--- config.mk ---
export PLATFORM = sky130hd
export DESIGN_NAME = lj16_frame_deserializer
export DESIGN_NICKNAME = d
export VERILOG_FILES = /design/src/rtl/lj16_frame_deserializer.sv
export SDC_FILE = /design/constraint.sdc
export NUM_CORES = 1
export LEC_CHECK = 0
export BUFFER_PORTS_ARGS = -buffer_cell sky130_fd_sc_hd__buf_4
export CORE_ASPECT_RATIO = 1.25
export CORE_MARGIN = 2
export CORE_UTILIZATION = 54
export CTS_CLUSTER_SIZE = 40
export DETAILED_ROUTE_END_ITERATION = 10
export PLACE_DENSITY = 0.82
export SLEW_MARGIN = 20
export SYNTH_ARGS = -nofsm -noshare
export SYNTH_HDL_FRONTEND = slang
export SYNTH_SLANG_ARGS = --single-unit
--- constraint.sdc ---
create_clock -name bck -period 2.5 [get_ports bck]
set_input_delay 0.125 -clock bck [delete_from_list [all_inputs] [get_ports bck]]
set_output_delay 0.125 -clock bck [all_outputs]
set_load 0.02 [all_outputs]
--- src/rtl/lj16_frame_deserializer.sv ---
// Recovers aligned L/R sample pairs from a left-justified serial stream into a valid/ready pair FIFO.
// Optional: define LJ16_MONO_MIX_EN to add the out_mono (L+R)>>>1 output.
module lj16_frame_deserializer #(
    parameter int DATA_BITS  = 16,
    parameter int SLOT_BITS  = 16,
    parameter int FIFO_DEPTH = 2
) (
    input  logic                 bck,
    input  logic                 rst,
    input  logic                 lj_bck,
    input  logic                 lj_data,
    input  logic                 lj_lrck,
    output logic [DATA_BITS-1:0] out_left,
    output logic [DATA_BITS-1:0] out_right,
`ifdef LJ16_MONO_MIX_EN
    output logic [DATA_BITS-1:0] out_mono,
`endif
    output logic                 out_valid,
    input  logic                 out_ready,
    output logic                 frame_err,
    output logic                 overrun
);

    localparam int AW = $clog2(FIFO_DEPTH);
    localparam logic [4:0] DB5 = 5'(DATA_BITS);
    localparam logic [4:0] SB5 = 5'(SLOT_BITS);
    localparam logic [AW:0] DEPTH_L = (AW+1)'(FIFO_DEPTH);

    typedef enum logic [1:0] {SEEK = 2'd0, LEFT = 2'd1, RIGHT = 2'd2} state_t;

    logic                 lj_bck_r, lj_bck_rr, lj_data_r, lj_lrck_r;
    logic                 lrck_prev_reg;
    logic [4:0]           cnt_reg, cnt_next;
    logic [DATA_BITS-1:0] shift_reg, shift_next;
    logic [DATA_BITS-1:0] left_hold_reg, left_hold_next;
    state_t               state_reg, state_next;
    logic                 push_next, err_next;
    logic                 push_reg, frame_err_reg, overrun_reg;
    logic [DATA_BITS-1:0] push_left_reg, push_right_reg;

    logic [DATA_BITS-1:0] mem_left  [FIFO_DEPTH];
    logic [DATA_BITS-1:0] mem_right [FIFO_DEPTH];
    logic [AW:0]          wr_ptr_reg, rd_ptr_reg, level;
    logic                 s, trans, rise, word_done, long_slot, full, pop, wr_en;

    // Rising edge of the once-registered lj_bck is the only sampling point.
    assign s     = lj_bck_r & ~lj_bck_rr;
    assign trans = s & (lj_lrck_r != lrck_prev_reg);
    assign rise  = trans & lj_lrck_r;

    always_comb begin
        cnt_next   = cnt_reg;
        shift_next = shift_reg;
        if (s) begin
            if (trans) begin
                cnt_next      = 5'd1;
                shift_next    = '0;
                shift_next[0] = lj_data_r;
            end else begin
                if (cnt_reg != 5'd31)
                    cnt_next = cnt_reg + 5'd1;
                if (cnt_reg < DB5)
                    shift_next = {shift_reg[DATA_BITS-2:0], lj_data_r};
            end
        end
    end

    // Saturation can park cnt on DATA_BITS, so only the arriving step counts as completion.
    assign word_done = s & (cnt_next == DB5) & (trans | (cnt_reg != DB5));
    assign long_slot = s & ~trans & (cnt_reg == SB5);

    always_comb begin
        state_next     = state_reg;
        left_hold_next = left_hold_reg;
        push_next      = 1'b0;
        err_next       = 1'b0;
        case (state_reg)
            SEEK: begin
                if (rise)
                    state_next = LEFT;
            end
            LEFT: begin
                if (trans) begin
                    if (cnt_reg == SB5) begin
                        state_next = RIGHT;
                    end else begin
                        err_next   = 1'b1;
                        state_next = rise ? LEFT : SEEK;
                    end
                end else if (long_slot) begin
                    err_next   = 1'b1;
                    state_next = SEEK;
                end else if (word_done) begin
                    left_hold_next = shift_next;
                end
            end
            RIGHT: begin
                if (trans) begin
                    if (cnt_reg == SB5 && rise) begin
                        state_next = LEFT;
                    end else begin
                        err_next   = 1'b1;
                        state_next = rise ? LEFT : SEEK;
                    end
                end else if (long_slot) begin
                    err_next   = 1'b1;
                    state_next = SEEK;
                end else if (word_done) begin
                    push_next = 1'b1;
                end
            end
            default: state_next = SEEK;
        endcase
    end

    always_ff @(posedge bck) begin
        if (rst) begin
            lj_bck_r       <= 1'b0;
            lj_bck_rr      <= 1'b0;
            lj_data_r      <= 1'b0;
            lj_lrck_r      <= 1'b0;
            lrck_prev_reg  <= 1'b0;
            cnt_reg        <= '0;
            shift_reg      <= '0;
            left_hold_reg  <= '0;
            state_reg      <= SEEK;
            push_reg       <= 1'b0;
            push_left_reg  <= '0;
            push_right_reg <= '0;
            frame_err_reg  <= 1'b0;
        end else begin
            lj_bck_r      <= lj_bck;
            lj_bck_rr     <= lj_bck_r;
            lj_data_r     <= lj_data;
            lj_lrck_r     <= lj_lrck;
            if (s)
                lrck_prev_reg <= lj_lrck_r;
            cnt_reg       <= cnt_next;
            shift_reg     <= shift_next;
            left_hold_reg <= left_hold_next;
            state_reg     <= state_next;
            push_reg      <= push_next;
            frame_err_reg <= err_next;
            if (push_next) begin
                push_left_reg  <= left_hold_reg;
                push_right_reg <= shift_next;
            end
        end
    end

    // Pair FIFO: extra pointer bit distinguishes full from empty.
    assign level     = wr_ptr_reg - rd_ptr_reg;
    assign full      = (level == DEPTH_L);
    assign out_valid = (level != '0);
    assign pop       = out_valid & out_ready;
    assign wr_en     = push_reg & (~full | pop);

    always_ff @(posedge bck) begin
        if (rst) begin
            wr_ptr_reg  <= '0;
            rd_ptr_reg  <= '0;
            overrun_reg <= 1'b0;
            for (int i = 0; i < FIFO_DEPTH; i++) begin
                mem_left[i]  <= '0;
                mem_right[i] <= '0;
            end
        end else begin
            if (wr_en) begin
                mem_left[wr_ptr_reg[AW-1:0]]  <= push_left_reg;
                mem_right[wr_ptr_reg[AW-1:0]] <= push_right_reg;
                wr_ptr_reg <= wr_ptr_reg + 1'b1;
            end
            if (pop)
                rd_ptr_reg <= rd_ptr_reg + 1'b1;
            if (push_reg && full && !pop)
                overrun_reg <= 1'b1;
        end
    end

    assign out_left  = mem_left[rd_ptr_reg[AW-1:0]];
    assign out_right = mem_right[rd_ptr_reg[AW-1:0]];
    assign frame_err = frame_err_reg;
    assign overrun   = overrun_reg;

`ifdef LJ16_MONO_MIX_EN
    logic signed [DATA_BITS:0] mono_sum;
    assign mono_sum = $signed({out_left[DATA_BITS-1], out_left})
                    + $signed({out_right[DATA_BITS-1], out_right});
    assign out_mono = DATA_BITS'(mono_sum >>> 1);
`endif

endmodule

==> flow_summary.yaml, run 1 <==
grt:
  first_global_vias: 4024
  antenna_found_initial: 0
  track_usage_pct: 19.4
  grt.overflow.total: 0
  grt_max_degree: 71
  grt_pass1_wl_um: 19400
routing:
  via_per_inst: 5.45
  wl_um: 11900
  avgRoutedWirePerCell_um: 16.7
  antenna_left: 0
  drt_iter0_markers: 184
  first_pass_iters: 4
  drc: 0
  via_count: 3882
power_and_ir_drop:
  p_sw_share_pct: 21.2
  power_frac_seq_pct: 50.5
  p_total_mw: 5.14
  clkPwrFrac_pct: 44.5
  power_switching_mw: 1.09
  p_leak_nw: 2.99
  power_density_mw_per_mm2: 690
  ir_drop_mv: 0.484
  p_int_mw: 4.05
  power_frac_comb_pct: 4.9
synthesis:
  synth_ff_type: "dfxtp_1"
  synth_top_area_share_pct: 30.1
  syn_area_mm2: 0.00638
  yosys.area.top_type: "edfxtp_1"
  ys_seq_area_share_pct: 56.4
  synthCells: 515
  synth.area.mux_share_pct: 15.6
  synth_cell_types: 47
  synth_compound_area_share_pct: 5.55
  async_flop_share_pct: 0
  synth-warning-count: 0
  synth.most_common_cell: "dfxtp_1"
  synth-simple-area-share_pct: 16.7
  synth_edf_count: 64
  synth_xor_area_share_pct: 1.53
  synth_fa_ha_area_share_pct: 1.18
  yosys-top-cells-area: "edfxtp_1, dfxtp_1, mux2_2"
  synth_fp_nets: 527
  ys_seq_elements: 148
  synthTopCellsByCount: "dfxtp_1, and2_1, edfxtp_1"
  synth_area_per_cell_um2: 12.4
  synth_top_family_by_area: "simple AND/OR/NAND/NOR gates"
clock_tree:
  clk_pin_slew_ns: 0.05
  cts_buffers: 17
  max-clock-path-buffers: 2
  clock_sinks: 148
  h-tree-depth: 4
  cts_tree: "built"
  insertion_delay_ns: 0.41
  cts-root-buf: "clkbuf_16"
setup_path:
  start_kind: "register"
  crit_fanout: 16
  critPathTopFamily: "compound AO/OA/AOI/OAI gates"
  cp_num_buf_inv: 2
  cp_slowest_stage_delay_ns: 0.38
  cp-end-kind: "register"
  cp.arrival_ns: 2.72
  crit_required_ns: 2.79
  path_cells: "ha_1, nand2_1, a211o_1, a2111oi_4, buf_4, nand4_4, clkbuf_16, mux2_4"
  crit_type: "register to register"
  cp_slowest_cell: "dfxtp_2"
floorplan:
  die_width_um: 101
  coreArea_mm2: 0.0116
  initial_core_util_pct: 55.2
  io_pins: 41
  row_count: 44
  die-area_mm2: 0.0127
  fp.dieH_um: 126
timing:
  max_slew_margin_pct: 42.0
  setup_viol: 0
  drv_slew: 0
  rsz0062_at_grt: "no"
  hold_ws_ns: 0.0416
  finalCritPeriodShare_pct: 96.9
  fin_skew_ns: 0.00667
  hold_viol: 0
  fin_crit_ns: 2.42
  fmax_mhz: 413
  worstMarginPinSlew_ns: 0.871
layout:
  biggestRegsByFlops: "mem_left (32), mem_right (32)"
  seqCellArea_mm2: 0.00361
  areaGrowthSynthToFinish_pct: 16.6
  drive_gt1_share_pct: 27.7
  fill_cells: 827
  antenna_cells: 0
  multi_input_area_mm2: 0.00260
  num-nets-final: 573
worst_hold_path:
  hold_path.class: "input pin to register"
job:
  drv_cap: 0
place:
  place.port_buffers: 40
  dp_hpwl_um: 7420
  place_congestion: 0.815
run_status:
  status: "completed"
## cell type report
cell class              count  area share, %
flip-flops and latches    148           48.4
multi-input cells         326           34.9
repair buffers             59           6.62
clock buffers              21           6.05
well taps                 138           2.32
clock inverters            11           1.18
inverters                   9          0.454
## per-layer routing
metal	track usage, %	wire, µm	up-vias
li1	-	-	1880
met1	21.9	4760	1891
met2	34.9	6490	94
met3	5.03	414	17
met4	6.76	216	0
met5	0	0	-
## final timing paths
check	start	end	slack, ns	depth (start not counted)
worst max register to register	cnt_reg[1]	push_left_reg[7]	0.08	8
worst min-delay path	rst	cnt_reg[1]	0.04	2
worst max-delay path	cnt_reg[1]	push_left_reg[7]	0.08	8
worst min register to register	lj_bck_r	lj_bck_rr	0.48	1
## power groups by stage
stage,clock network (mW),registers (mW),logic [mW]
after CTS,2.31,2.59,0.255
after global placement,0,2.64,0.241
after detailed placement,0,2.65,0.249
final,2.29,2.59,0.254
after global routing,2.42,2.60,0.275
after floorplan,0,2.64,0.169
## layout by cell type (no fill, tap or decap), types with 2 or more instances in the layout
cell type	instances
nand4_1	2
mux2_1	18
clkinvlp_4	2
o31ai_1	2
ha_1	5
o21ai_0	7
a21oi_1	8
nor2b_1	53
a22oi_1	16
nor2_1	27
clkbuf_16	18
nor3b_1	3
nand2_1	15
xnor2_1	5
buf_12	2
mux2_4	22
nor3_1	3
edfxtp_1	64
mux2_2	40
a31oi_1	2
dfxtp_1	82
and2_1	64
a21o_1	3
nand3_1	4
nand4_4	2
and3_1	2
inv_1	9
nor3_2	2
xor2_1	3
clkinv_2	6
dlygate4sd3_1	3
buf_4	53
dfxtp_2	2
clkbuf_1	3
## logic make-up after synthesis
group	after synthesis
and+or+nand+nor	182
DFF	148
muxes	81
AOI/OAI and AO/OA	48
buffers and inverters	41
xor gates and xnor gates	9
adders and majority gates	6
## through the flow
stage / setup TNS, ns / setup slack, ns / std cells / instance area (µm²) / util (%)
3_5_place_dp: -0.0149 / -0.00808 / 674 / 6820 / 59.0
5_1_grt: 0 / 0.0136 / 712 / 7440 / 64.4
4_1_cts: 0 / 0.00935 / 709 / 7390 / 63.9
6_report: 0 / 0.0766 / 712 / 7440 / 64.4
3_3_place_gp: 0 / 0.122 / 674 / 6820 / 59.0
2_1_floorplan: 0 / 0.231 / 515 / 6390 / -
## what timing repair did
action | in CTS | in global routing
endpoints found under the hold margin | 3 | 0
resized for setup | 0 | 3
cloned | 0 | 1
setup buffers | 0 | 2
pin swaps | 1 | 2
setup endpoints to repair | 3 | 48
hold buffers | 3 | 0
No activity file was read; power rests on OpenSTA's default activity.
==> inputs of run 2 (changes only) <==
BUFFER_PORTS_ARGS = unset   (was -buffer_cell sky130_fd_sc_hd__buf_4)
CORE_UTILIZATION = 55   (was 54)
DONT_BUFFER_PORTS = 1   (was unset)
PLACE_DENSITY = 0.8   (was 0.82)
==> run 2 against run 1 <==
Hold slack got worse by 0.016 ns. Core utilization decreased by 1.6 points. Count of clock-buffer cells in the layout increased by 9. Sequential power about the same. Non-clock buffer count decreased by 39. Fmax decreased by 1.0%. Sequential share of layout area increased by 1.7 points.
==> flow_summary.yaml, run 2 (synthesis gave the netlist of run 1 again) <==
run_status:
  status: "completed"
routing:
  antenna_left: 0
  drc: 0
  drt_iter0_markers: 219
  via_per_inst: 5.49
  avgRoutedWirePerCell_um: 16.8
  wl_um: 11300
  first_pass_iters: 6
  via_count: 3698
clock_tree:
  clk_pin_slew_ns: 0.06
  clock_sinks: 148
  insertion_delay_ns: 0.41
  cts_tree: "built"
  h-tree-depth: 4
  max-clock-path-buffers: 2
  cts_buffers: 17
  cts-root-buf: "clkbuf_16"
place:
  dp_slack_ns: -0.0185
  place_congestion: 0.819
  place.port_buffers: 0
  dp_hpwl_um: 6940
timing:
  worstMarginPinSlew_ns: 0.835
  drv_slew: 0
  finalCritPeriodShare_pct: 97.9
  hold_viol: 0
  fin_ws_ns: 0.0521
  max_slew_margin_pct: 44.4
  setup_viol: 0
  fin_crit_ns: 2.45
  fin_skew_ns: 0.00638
  fmax_mhz: 409
  rsz0062_at_grt: "no"
floorplan:
  row_count: 44
  io_pins: 41
  coreArea_mm2: 0.0115
  fp.dieH_um: 124
  initial_core_util_pct: 55.7
  die_width_um: 100
  die-area_mm2: 0.0125
layout:
  antenna_cells: 0
  biggestRegsByFlops: "mem_left (32), mem_right (32)"
  seqCellArea_mm2: 0.00361
  utilization_pct: 62.8
  drive_gt1_share_pct: 21.9
  num-nets-final: 534
  mostFrequentLayoutCells: "dfxtp_1, and2_1, edfxtp_1"
  areaGrowthSynthToFinish_pct: 12.6
  final_common_cell: "dfxtp_1"
  fill_cells: 842
  multi_input_area_mm2: 0.00260
setup_path:
  reg2reg_to: "push_right_reg[8]"
  crit_type: "register to register"
  crit_required_ns: 2.80
  cp-end-kind: "register"
  start_kind: "register"
  reg2reg_slack_ns: 0.05
  crit_fanout: 32
  cp.arrival_ns: 2.74
  rr_startpoint: "cnt_reg[0]"
  reg2reg_depth: 8
grt:
  grt_pass1_wl_um: 18600
  grt_max_degree: 58
  track_usage_pct: 19.2
  grt.overflow.total: 0
  first_global_vias: 3708
  antenna_found_initial: 0
power_and_ir_drop:
  p_total_mw: 5.18
  ir_drop_mv: 0.466
  p_leak_nw: 2.80
  power_density_mw_per_mm2: 721
worst_hold_path:
  min_to: "push_left_reg[3]"
  hold_path.class: "input pin to register"
  holdCritStartpoint: "rst"
  whs_path_depth: 2
job:
  drv_cap: 0
==> run 2: changes by cell type in the layout (fill, tap and decap cells not counted), moves of 2 or more <==
cell and delta:
buf_4 -41, clkbuf_1 +3, clkbuf_8 +5, clkinv_2 -5, dlygate4sd3_1 +2
==> run 2: repair_timing <==
action                                 in CTS  in global routing
resized for setup                           0                  4
buffers inserted                            1                  1
endpoints found under the hold margin      57                  0
pin swaps                                   1                  1
hold buffers                                6                  0
gates cloned                                0                  0
setup endpoints to repair                   9                 33
==> run 2: stage by stage <==
| stage | hold slack, ns | TNS [ns] | std cells | cell area (µm²) |
|---|---|---|---|---|
| global route | 0.0178 | 0 | 673 | 7190 |
| finish | 0.0253 | 0 | 673 | 7190 |
| detailed placement | 0.205 | -0.0907 | 633 | 6510 |
| floorplan | 0.253 | 0 | 515 | 6390 |
| CTS | 0.00126 | 0 | 672 | 7180 |
| global placement | 0.202 | 0 | 633 | 6510 |
==> run 2: power breakdown <==
part           total, mW  internal, mW  switching, mW
clock network       2.38          1.49          0.889
logic              0.211        0.0727          0.138
registers           2.59          2.57         0.0226
total               5.18          4.13           1.05
==> run 2: cell type report <==
| type | instances | share of cell area, % |
|---|---|---|
| Clock buffer | 30 | 7.73 |
| Clock inverter | 2 | 0.174 |
| Inverter | 9 | 0.470 |
| Multi-Input combinational cell | 326 | 36.2 |
| Sequential cell | 148 | 50.1 |
| Tap cell | 138 | 2.40 |
| Timing Repair Buffer | 20 | 2.89 |
==> run 2: how the worst max path moves through the flow <==
stage / start / to / cells past startpoint
6_report: cnt_reg[0] / push_right_reg[8] / 8
5_1_grt: cnt_reg[0] / push_right_reg[6] / 8
4_1_cts: cnt_reg[0] / push_right_reg[14] / 8
3_5_place_dp: cnt_reg[0] / left_hold_reg[8] / 7
3_3_place_gp: cnt_reg[0] / left_hold_reg[7] / 6
2_1_floorplan: cnt_reg[0] / left_hold_reg[10] / 7
==> run 2: worst max-delay path: stages, from the launching register on <==
cell       delay (ns)
dfxtp_2          0.39
inv_1            0.09
ha_2             0.33
a211o_1          0.31
a2111oi_4        0.33
buf_4            0.21
nand4_4          0.11
buf_12           0.22
mux2_1           0.33
==> run 2: routing by layer <==
metal	GRT usage (%)	wire, µm	up-vias	share of wire (%)
li1	-	-	1808	-
met1	23.3	4720	1775	42
met2	31.7	5880	96	52
met3	4.83	470	19	4.2
met4	8.62	255	0	2.3
met5	0	0	-	0
==> inputs of run 3 (changes only) <==
PLACE_DENSITY = 0.77   (was 0.8)
clock period = 2.3 ns   (was 2.5 ns; I/O delays follow)
==> run 3 against run 2 <==
Hold slack worse by 0.0060 ns. Register-to-register slack better by 0.04 ns. Highest routed layer unchanged. Cell area is 2.8% higher. Critical path type unchanged. Critical endpoint is now push_right_reg[14]. Sequential cell count stayed put.
==> flow_summary.yaml, run 3 (synthesis gave the netlist of run 1 again) <==
run_status:
  status: "completed"
grt:
  grt_pass1_wl_um: 18300
  track_usage_pct: 18.5
  antenna_found_initial: 0
  grt.overflow.total: 0
  first_global_vias: 3757
  grt_max_degree: 64
setup_path:
  crit_required_ns: 2.58
  rr_startpoint: "cnt_reg[2]"
  cp-end-kind: "register"
  crit_start: "cnt_reg[2]"
  cp.arrival_ns: 2.49
  crit_fanout: 8
  start_kind: "register"
  crit_type: "register to register"
clock_tree:
  insertion_delay_ns: 0.41
  cts_buffers: 17
  h-tree-depth: 4
  clock_sinks: 148
  cts-root-buf: "clkbuf_16"
  max-clock-path-buffers: 2
  clk_pin_slew_ns: 0.06
  cts_tree: "built"
timing:
  finalSetupTns_ns: 0
  fin_crit_ns: 2.21
  hold_viol: 0
  drv_slew: 0
  max_slew_margin_pct: 70.0
  fin_ws_ns: 0.0872
  fin_skew_ns: 0.00583
  setup_viol: 0
  worstMarginPinSlew_ns: 0.450
  fmax_mhz: 452
  finalCritPeriodShare_pct: 96.2
  rsz0062_at_grt: "no"
job:
  drv_cap: 0
power_and_ir_drop:
  power_density_mw_per_mm2: 767
  p_leak_nw: 2.90
  ir_drop_mv: 0.475
layout:
  antenna_cells: 0
  mostFrequentLayoutCells: "dfxtp_1, and2_1, edfxtp_1"
  biggestRegsByFlops: "mem_left (32), mem_right (32)"
  num-nets-final: 547
  drive_gt1_share_pct: 24.5
  areaGrowthSynthToFinish_pct: 15.8
  final_common_cell: "dfxtp_1"
  multi_input_area_mm2: 0.00265
  seqCellArea_mm2: 0.00361
  fill_cells: 837
floorplan:
  die-area_mm2: 0.0125
  fp.dieH_um: 124
  row_count: 44
  die_width_um: 100
  coreArea_mm2: 0.0115
  initial_core_util_pct: 55.7
  io_pins: 41
worst_hold_path:
  holdCritStartpoint: "rst"
  hold_path.class: "input pin to register"
place:
  place_congestion: 0.852
  place.port_buffers: 0
  dp_slack_ns: 0.0622
  dp_hpwl_um: 6830
routing:
  via_per_inst: 5.42
  drt_iter0_markers: 177
  avgRoutedWirePerCell_um: 16.7
  via_count: 3719
  drc: 0
  wl_um: 11400
  first_pass_iters: 5
  antenna_left: 0
==> run 3: cell count changes in the layout (fill, tap and decap cells not counted), moves of 2 or more <==
cell       before  now
ha_2            2    0
clkinv_4        0    2
clkinv_1        0    2
buf_12          2    4
clkinv_2        1    3
ha_4            0    2
clkbuf_1        6    4
clkbuf_8        6    1
buf_4          12   20
bufinv_16       0    2
==> run 3: worst paths after layout <==
check | endpoint | depth (start not counted) | slack (ns)
worst max-delay path | push_right_reg[14] | 7 | 0.09
worst min-delay path | left_hold_reg[14] | 2 | 0.02
worst max register to register | push_right_reg[14] | 7 | 0.09
worst min register to register | lj_bck_rr | 1 | 0.48
==> run 3: report_power, final <==
part | internal (mW) | total [mW] | switching (mW)
clock | 1.61 | 2.60 | 0.981
sequential | 2.79 | 2.82 | 0.0234
combinational | 0.0946 | 0.253 | 0.158
total | 4.50 | 5.67 | 1.16
==> run 3: worst max-delay path: stages, from the launching register on <==
cell and delay [ns]:
dfxtp_1 0.50, and3_1 0.24, a21oi_1 0.10, a2111oi_4 0.33
buf_4 0.19, nand4_4 0.18, buf_12 0.21, mux2_1 0.33
==> run 3: timing repair <==
| item | in CTS | in global routing |
|---|---|---|
| endpoints found under the setup margin | 0 | 41 |
| resized for setup | 0 | 10 |
| hold buffers | 6 | 0 |
| endpoints found under the hold margin | 63 | 0 |
| setup buffers | 0 | 2 |
==> run 3: per-stage QoR <==
stage | total power, mW | util [%] | instance area, µm² | hold slack [ns] | std cells
final | 5.67 | 64.6 | 7390 | 0.0193 | 686
after global routing | 5.84 | 64.6 | 7390 | 0.0367 | 686
after CTS | 5.69 | 63.3 | 7250 | 0.00103 | 681
after detailed placement | 3.09 | 57.7 | 6610 | 0.194 | 643
after global placement | 3.08 | 57.7 | 6610 | 0.194 | 643
after floorplan | 3.05 | - | 6390 | 0.243 | 515
==> run 3: area by class of cell <==
cell class	instances	share of cell area, %
Clock buffer	22	6.14
Tap cell	138	2.34
Multi-Input combinational cell	326	35.8
Timing Repair Buffer	33	4.99
Inverter	9	0.457
Sequential cell	148	48.8
Clock inverter	10	1.46
==> run 3: metal layers <==
layer / track usage (%) / part of all wire (%) / up-vias
met5: 0 / 0 / -
met4: 6.37 / 2.2 / 0
met3: 5.16 / 3.4 / 18
met2: 31.9 / 52 / 73
met1: 22.0 / 42 / 1802
li1: - / - / 1826
